File: src/rtl/param_seq_shifter.sv
// param_seq_shifter: multi-cycle WIDTH-bit shift/rotate, one SHAMT bit per clock.
// Define SHIFT_STATUS_EN to add registered ZERO/CARRY status outputs.
module param_seq_shifter #(
  parameter int WIDTH   = 8,
  parameter int SHAMT_W = 3
) (
  input  logic               CLK,
  input  logic               RESET,
  input  logic               START,
  input  logic [1:0]         MODE,
  input  logic [SHAMT_W-1:0] SHAMT,
  input  logic [WIDTH-1:0]   DATA,
  output logic               BUSY,
  output logic               DONE,
  output logic [WIDTH-1:0]   RESULT
`ifdef SHIFT_STATUS_EN
  ,
  output logic               ZERO,
  output logic               CARRY
`endif
);

  if (SHAMT_W != $clog2(WIDTH) || WIDTH < 2 ||
      (WIDTH & (WIDTH - 1)) != 0) begin : g_bad_param
    $error("WIDTH must be a power of two >= 2, SHAMT_W == log2(WIDTH)");
  end

  typedef enum logic [1:0] {
    IDLE,
    SHIFT,
    FIN
  } state_t;

  localparam logic [SHAMT_W-1:0] LAST = SHAMT_W'(SHAMT_W - 1);

  state_t             state_q, state_d;
  logic [WIDTH-1:0]   opr_q, opr_d;
  logic [WIDTH-1:0]   result_q, result_d;
  logic               sign_q, sign_d;
  logic [1:0]         mode_q, mode_d;
  logic [SHAMT_W-1:0] pend_q, pend_d;
  logic [SHAMT_W-1:0] k_q, k_d;

  logic [WIDTH-1:0]   stage;
  logic               take;
  int                 amt;

`ifdef SHIFT_STATUS_EN
  logic [WIDTH-1:0]   data_q, data_d;
  logic [SHAMT_W-1:0] shamt_q, shamt_d;
  logic               zero_q, zero_d;
  logic               carry_q, carry_d;
  logic               carry_calc;
  logic [SHAMT_W-1:0] idx_l, idx_r;
`endif

  // One stage: shift/rotate by amt (a power of two) according to mode.
  function automatic logic [WIDTH-1:0] shift_stage(
    input logic [WIDTH-1:0] v,
    input logic [1:0]       m,
    input logic             sign,
    input int               a
  );
    logic [WIDTH-1:0] r;
    case (m)
      2'b00:   r = v << a;
      2'b01:   r = v >> a;
      2'b10:   r = (v >> a) | ({WIDTH{sign}} << (WIDTH - a));
      default: r = (v >> a) | (v << (WIDTH - a));
    endcase
    return r;
  endfunction

  // State and datapath registers; RESET wins over everything.
  always_ff @(posedge CLK) begin
    if (RESET) begin
      state_q  <= IDLE;
      opr_q    <= '0;
      result_q <= '0;
      sign_q   <= 1'b0;
      mode_q   <= '0;
      pend_q   <= '0;
      k_q      <= '0;
`ifdef SHIFT_STATUS_EN
      data_q   <= '0;
      shamt_q  <= '0;
      zero_q   <= 1'b0;
      carry_q  <= 1'b0;
`endif
    end else begin
      state_q  <= state_d;
      opr_q    <= opr_d;
      result_q <= result_d;
      sign_q   <= sign_d;
      mode_q   <= mode_d;
      pend_q   <= pend_d;
      k_q      <= k_d;
`ifdef SHIFT_STATUS_EN
      data_q   <= data_d;
      shamt_q  <= shamt_d;
      zero_q   <= zero_d;
      carry_q  <= carry_d;
`endif
    end
  end

`ifdef SHIFT_STATUS_EN
  // Last bit shifted out, taken from the latched operand.
  always_comb begin
    carry_calc = 1'b0;
    idx_l      = SHAMT_W'(WIDTH - int'(shamt_q));
    idx_r      = shamt_q - SHAMT_W'(1);
    if (shamt_q != '0) begin
      case (mode_q)
        2'b00:   carry_calc = data_q[idx_l];
        2'b11:   carry_calc = stage[WIDTH-1];
        default: carry_calc = data_q[idx_r];
      endcase
    end
  end
`endif

  // Next-state, stage datapath and handshake outputs.
  always_comb begin
    state_d  = state_q;
    opr_d    = opr_q;
    result_d = result_q;
    sign_d   = sign_q;
    mode_d   = mode_q;
    pend_d   = pend_q;
    k_d      = k_q;
`ifdef SHIFT_STATUS_EN
    data_d   = data_q;
    shamt_d  = shamt_q;
    zero_d   = zero_q;
    carry_d  = carry_q;
`endif
    BUSY     = 1'b0;
    DONE     = 1'b0;
    take     = 1'b0;
    amt      = 1 << k_q;
    stage    = pend_q[0] ? shift_stage(opr_q, mode_q, sign_q, amt) : opr_q;

    case (state_q)
      IDLE: take = START;
      SHIFT: begin
        BUSY   = 1'b1;
        opr_d  = stage;
        pend_d = pend_q >> 1;
        k_d    = k_q + SHAMT_W'(1);
        if (k_q == LAST) begin
          state_d  = FIN;
          result_d = stage;
`ifdef SHIFT_STATUS_EN
          zero_d   = (stage == '0);
          carry_d  = carry_calc;
`endif
        end
      end
      FIN: begin
        DONE    = 1'b1;
        state_d = IDLE;
        take    = START;
      end
      default: state_d = IDLE;
    endcase

    if (take) begin
      state_d = SHIFT;
      opr_d   = DATA;
      sign_d  = DATA[WIDTH-1];
      mode_d  = MODE;
      pend_d  = SHAMT;
      k_d     = '0;
`ifdef SHIFT_STATUS_EN
      data_d  = DATA;
      shamt_d = SHAMT;
`endif
    end
  end

  assign RESULT = result_q;
`ifdef SHIFT_STATUS_EN
  assign ZERO   = zero_q;
  assign CARRY  = carry_q;
`endif

endmodule

File: config.mk
export PLATFORM = sky130hd
export DESIGN_NAME = param_seq_shifter
export DESIGN_NICKNAME = d
export VERILOG_FILES = /design/src/rtl/param_seq_shifter.sv
export SDC_FILE = /design/constraint.sdc
export NUM_CORES = 1
export LEC_CHECK = 0
export ABC_CLOCK_PERIOD_IN_PS = 6450
export BUFFER_PORTS_ARGS = -buffer_cell sky130_fd_sc_hd__buf_4
export CAP_MARGIN = 20
export CORE_ASPECT_RATIO = 2
export CORE_MARGIN = 1
export CORE_UTILIZATION = 25
export DETAILED_ROUTE_END_ITERATION = 10
export GPL_TIMING_DRIVEN = 0
export PLACE_DENSITY = 0.43
export SKIP_LAST_GASP = 1
export SYNTH_ARGS = -nofsm -noshare
export SYNTH_HDL_FRONTEND = slang
export SYNTH_SLANG_ARGS = --single-unit
export TNS_END_PERCENT = 10
File: constraint.sdc
create_clock -name CLK -period 6.45 [get_ports CLK]
set_input_delay 0.645 -clock CLK [delete_from_list [all_inputs] [get_ports CLK]]
set_output_delay 0.645 -clock CLK [all_outputs]
set_load 0.01 [all_outputs]
# Yosys cells after proc, flatten, opt, wreduce, memory -nomap -nowiden
# Index checks and enable logic that the tools add are counted.
[totals]
elab_cells = 46
input_bits = 16
reg_bits = 27
out_inout_bits = 10
[op_classes]
addsub = 2
n_eq_ne = 8
bitwise_logic = 3
n_reduce_logical = 8
mux = 12
n_shift = 5
[ops]
columns = ["cell", "n"]
rows = [
  ["$shl A8 B32 Y8", 3],
  ["$shl A1 B3 Y32 const A", 1],
  ["$shr A8 B32 Y8", 1],
  ["$sub A5 B32 Y32 const A", 1],
  ["$mux W8", 3],
  ["$pmux W8 S3", 1],
  ["$or A8 B8 Y8", 2],
  ["$mux W3", 2],
  ["$reduce_and A2 Y1", 3],
  ["$eq A2 B1 Y1 const B", 2],
  ["$eq A2 B2 Y1 const B", 2],
  ["$logic_not A2 Y1", 2],
  ["$mux W1", 4],
  ["$ne A2 B2 Y1 const B", 2],
  ["$pmux W2 S2", 1],
  ["$reduce_or A2 Y1", 2],
  ["$add A3 B1 Y3 const B", 1],
  ["$eq A3 B2 Y1 const B", 1],
  ["$ne A3 B3 Y1 const B", 1],
  ["$mux W2", 1],
  ["$reduce_bool A2 Y1", 1],
  ["$not A1 Y1", 1],
]

# Logic depth before layout (Yosys ltp)
[logic_depth]
word_depth = 8
mapped_depth = 13
ltp_nobuf = 11

# Worst setup path after synthesis
# OpenSTA, ideal clock, no wires.
[synth_timing]
path_type = "reg-to-reg"
from = "reg k_q[2]"
to = "reg opr_q[7]"
arrival_ns = 3.052
path_slack_ns = 3.294
n_path_buf = 2
required_time_ns = 6.347
stages_incl_launch_ff = 14
synth_period_minus_slack_ns = 3.156
setup_ns = 0.103
cell_sequence = "dfxtp_1 buf_2 inv_1 ha_1 clkbuf_1 o32a_1 a21oi_1 ha_1 or3b_4 a2111oi_4 o211ai_2 o21ai_1 a211oi_1 a2111oi_2"
[synth_between]
elab_chain_len = 8
elab_cells_between_ends = 12
cone_classes = "add/sub (1); shift (5); mux (4); bitwise (2)"
[synth_lines]
columns = ["item", "line", "source"]
rows = [
  ["start: declaration", "42", "logic [SHAMT_W-1:0] k_q, k_d;"],
  ["start signal: assignment", "97", "k_q <= k_d;"],
  ["$shl A1 B3 Y32 (*)", "141", "amt = 1 << k_q;"],
  ["$sub A5 B32 Y32", "68, 69", ""],
  ["$shl A8 B32 Y8 (on tied branches)", "69, 68", ""],
  ["$or A8 B8 Y8 (on tied branches)", "69, 68", ""],
  ["$pmux W8 S3 (*)", "65", "case (m)"],
  ["$mux W8 (*)", "142", "stage = pend_q[0] ? shift_stage(opr_q, mode_q, sign_q, amt) : opr_q;"],
  ["$mux W8 (*)", "144", "case (state_q)"],
  ["$mux W8 (*)", "168", "if (take) begin"],
  ["end signal: assignment", "92", "opr_q <= opr_d;"],
  ["end: declaration", "37", "logic [WIDTH-1:0] opr_q, opr_d;"],
]
# Mark *: on every way between the ends. The rest lies on a longest branch, timed or not. The select of a mux whose other input is x is not followed.
# A chain may end at the register's enable or synchronous reset.

# Final worst setup path
# Ends and elaborated chain as after synthesis.

==> reports/metrics.csv <==
metric,value,unit
status,completed,
wl,9756,um
whs,0.4605,ns
highest_layer,met4,
nets,372,
fin_skew,0.002651,ns
io_buffer_count,25,
place_inst,474,
final-setup-viol-count,0,
tightest_slew,0.8687,ns
grt-ovfl-total,0,
grt_first_pass_wirelength,15180,um
yosysWarnings,0,
synth-edff-count,0,
synth_cell_types,75,
critPathMaxStageDelay,0.49,ns
antennaDiodeCount,0,
worstSetupStartpointType,flop,
async_flop_share,0,
synth_fp_nets,342,
post_cts_buffers,0,
layout.cells.non_filler,478,
grt_use_total,0.1963,
cts_sinks,27,
end_kind,flop,
power.total,535.9,uW
drt-initial-drc-count,172,
crit_family,compound AO/OA/AOI/OAI gates,
max-vdd-ir-drop,0.1745,mV
fin_tns_setup,0,ns
fin_ws,2.502,ns
leakagePower,1.070,nW
clock-root-buffer,clkbuf_16,
synthFlopType,dfxtp_1,
postCtsResizedCells,0,
wl_per_cell,20.41,um
slew_headroom,0.4187,
area_growth,17.07,%
routabilityCongestion,0.9887,
cts_inserted_buffers,3,
path_cells,buf_2 -> inv_1 -> ha_1 -> clkbuf_1 -> o32a_1 -> a21oi_1 -> ha_1 -> or3b_4 -> a2111oi_4 -> o211ai_2 -> o21ai_1 -> a211oi_1 -> a2111oi_2,
slowest_stage,a2111oi_4,
layout_common_cells,"33 x nor2_1, 27 x dfxtp_1, 27 x buf_4",
worstPathArrival,4.13,ns
clkTransAtPathRegs,0.07,ns
synth_seq_area_share,0.2131,
max_freq,0.2533,GHz
grt_pass1_vias,2621,
row_count,51,
ys_ff_latch,27,
syn_inst,317,
path_max_fanout,10,
cts_max_path_buffers,2,
htree_levels,1,
power_density,180.5,nW/um^2
die_w,73.22,um
worstSetupPathType,reg -> reg,
wl_met1,3645,um
die_y,144.4,um
max_cap_viol_count,0,
cts_tree,yes,
first_pass_iters,4,
vias,2645,
clock_latency,0.27,ns
finalMaxSlewViolations,0,
dpl_cell_area,2889,sq um
hp-class,reg -> reg,
route.met2.wl,5291,um
required,6.63,ns
timing.final.crit_share,0.6121,
core_area,9827,sq um
synth_area_per_cell,8.001,sq um
path_buf_inv,3,
postLayoutCoreUtil,0.3021,
final_antenna_net_count,0,
worst_path_most_repeated_cell,ha_1,
grt_max_degree,16,
hold_violations,0,
rsz0062_at_grt,no,
route.met3.wl,207,um
pre_cts_slack,2.559,ns
synthesis.area,2536,sq um
drcViolationCount,0,
stdcell_area,2969,sq um
min_period,3.948,ns
dieArea,10580,sq um
cts_hold_buf,0,
drive_gt1_frac,0.2052,
mostFrequentLayoutCell,nor2_1,
antenna_found_initial,0,
viasPerCell,5.533,
initial_core_util,0.2581,
hpwl,7761,um
pin_count,26,
state kept, by name, summed over array words and instances (netlist names):
name / count
state_q: 2
RESULT: 8
pend_q: 3
opr_q: 8
k_q: 3
mode_q: 2
sign_q: 1
path summary, 6_finish.rpt:
check	cells after the start	start	endpoint	slack [ns]
setup / recovery	13	k_q[2]	opr_q[7]	2.50
hold / removal	2	pend_q[1]	pend_q[1]	0.46
setup reg to reg	13	k_q[2]	opr_q[7]	2.50
hold reg to reg	2	pend_q[1]	pend_q[1]	0.46
area by class of cell:
type                       instances  area (sq um)
sequential                        27         540.5
fill                            1129          6858
multi-input combinational        247          1793
clock inverter                     1         5.005
clock buffer                       3         75.07
buffer                            32         161.4
inverter                          11         41.29
timing repair buffer              25         187.7
tap                              132         165.2
worst register-to-register path: cells and delay by family (launching register included):
kind / cells / cell delay, ns
flip-flops: 1 / 0.34
AND/OR/NAND/NOR: 1 / 0.40
AO/OA/AOI/OAI: 7 / 1.86
adder cells (fa/ha/maj): 2 / 0.49
buffers and inverters: 3 / 0.76
per-layer routing:
layer,GRT usage,vias up
li1,-,1256
met1,0.2010,1290
met2,0.3601,71
met3,0.01394,28
met4,0.1465,0
met5,0,-
power by group:
group / internal [mW] / switching, mW / total (mW)
registers: 0.175 / 0.00741 / 0.182
logic: 0.0760 / 0.127 / 0.203
clock network: 0.0841 / 0.0666 / 0.151
total: 0.335 / 0.201 / 0.536
cells in the mapped netlist (all sizes together) (2+ instances only):
cell type	n	area share
a2111oi	5	0.037
a211o	2	0.0069
a211oi	13	0.038
a21boi	6	0.019
a21oi	15	0.030
a221oi	2	0.0094
a22o	2	0.0069
a22oi	10	0.030
a31oi	5	0.012
and3	2	0.0049
and3b	3	0.010
buf	16	0.039
clkbuf	16	0.024
dfxtp	27	0.21
ha	9	0.044
inv	11	0.016
mux2	3	0.013
mux2i	6	0.024
mux4	4	0.036
nand2	23	0.034
nand2b	6	0.015
nand3	6	0.012
nand3b	5	0.015
nand4	3	0.013
nor2	33	0.049
nor2b	6	0.015
nor3	13	0.030
nor4	5	0.015
o211ai	7	0.025
o21ai	12	0.024
o221ai	2	0.0069
o22ai	5	0.012
o31a	2	0.0069
o31ai	2	0.0059
or2	2	0.0049
or3	2	0.0049
xnor2	4	0.017
cell families (layout without fill, tap and decap cells):
group                      Yosys count  count (layout)  share of synthesized area
and+or+nand+nor                    115             115                     0.2467
AOI/OAI and AO/OA                  106             106                     0.3266
buffers and inverters               43              72                    0.07992
DFF                                 27              27                     0.2131
muxes                               13              13                    0.07252
adders and majority gates            9               9                    0.04440
xor gates and xnor gates             4               4                    0.01678
No activity file was read; power rests on OpenSTA's default activity.
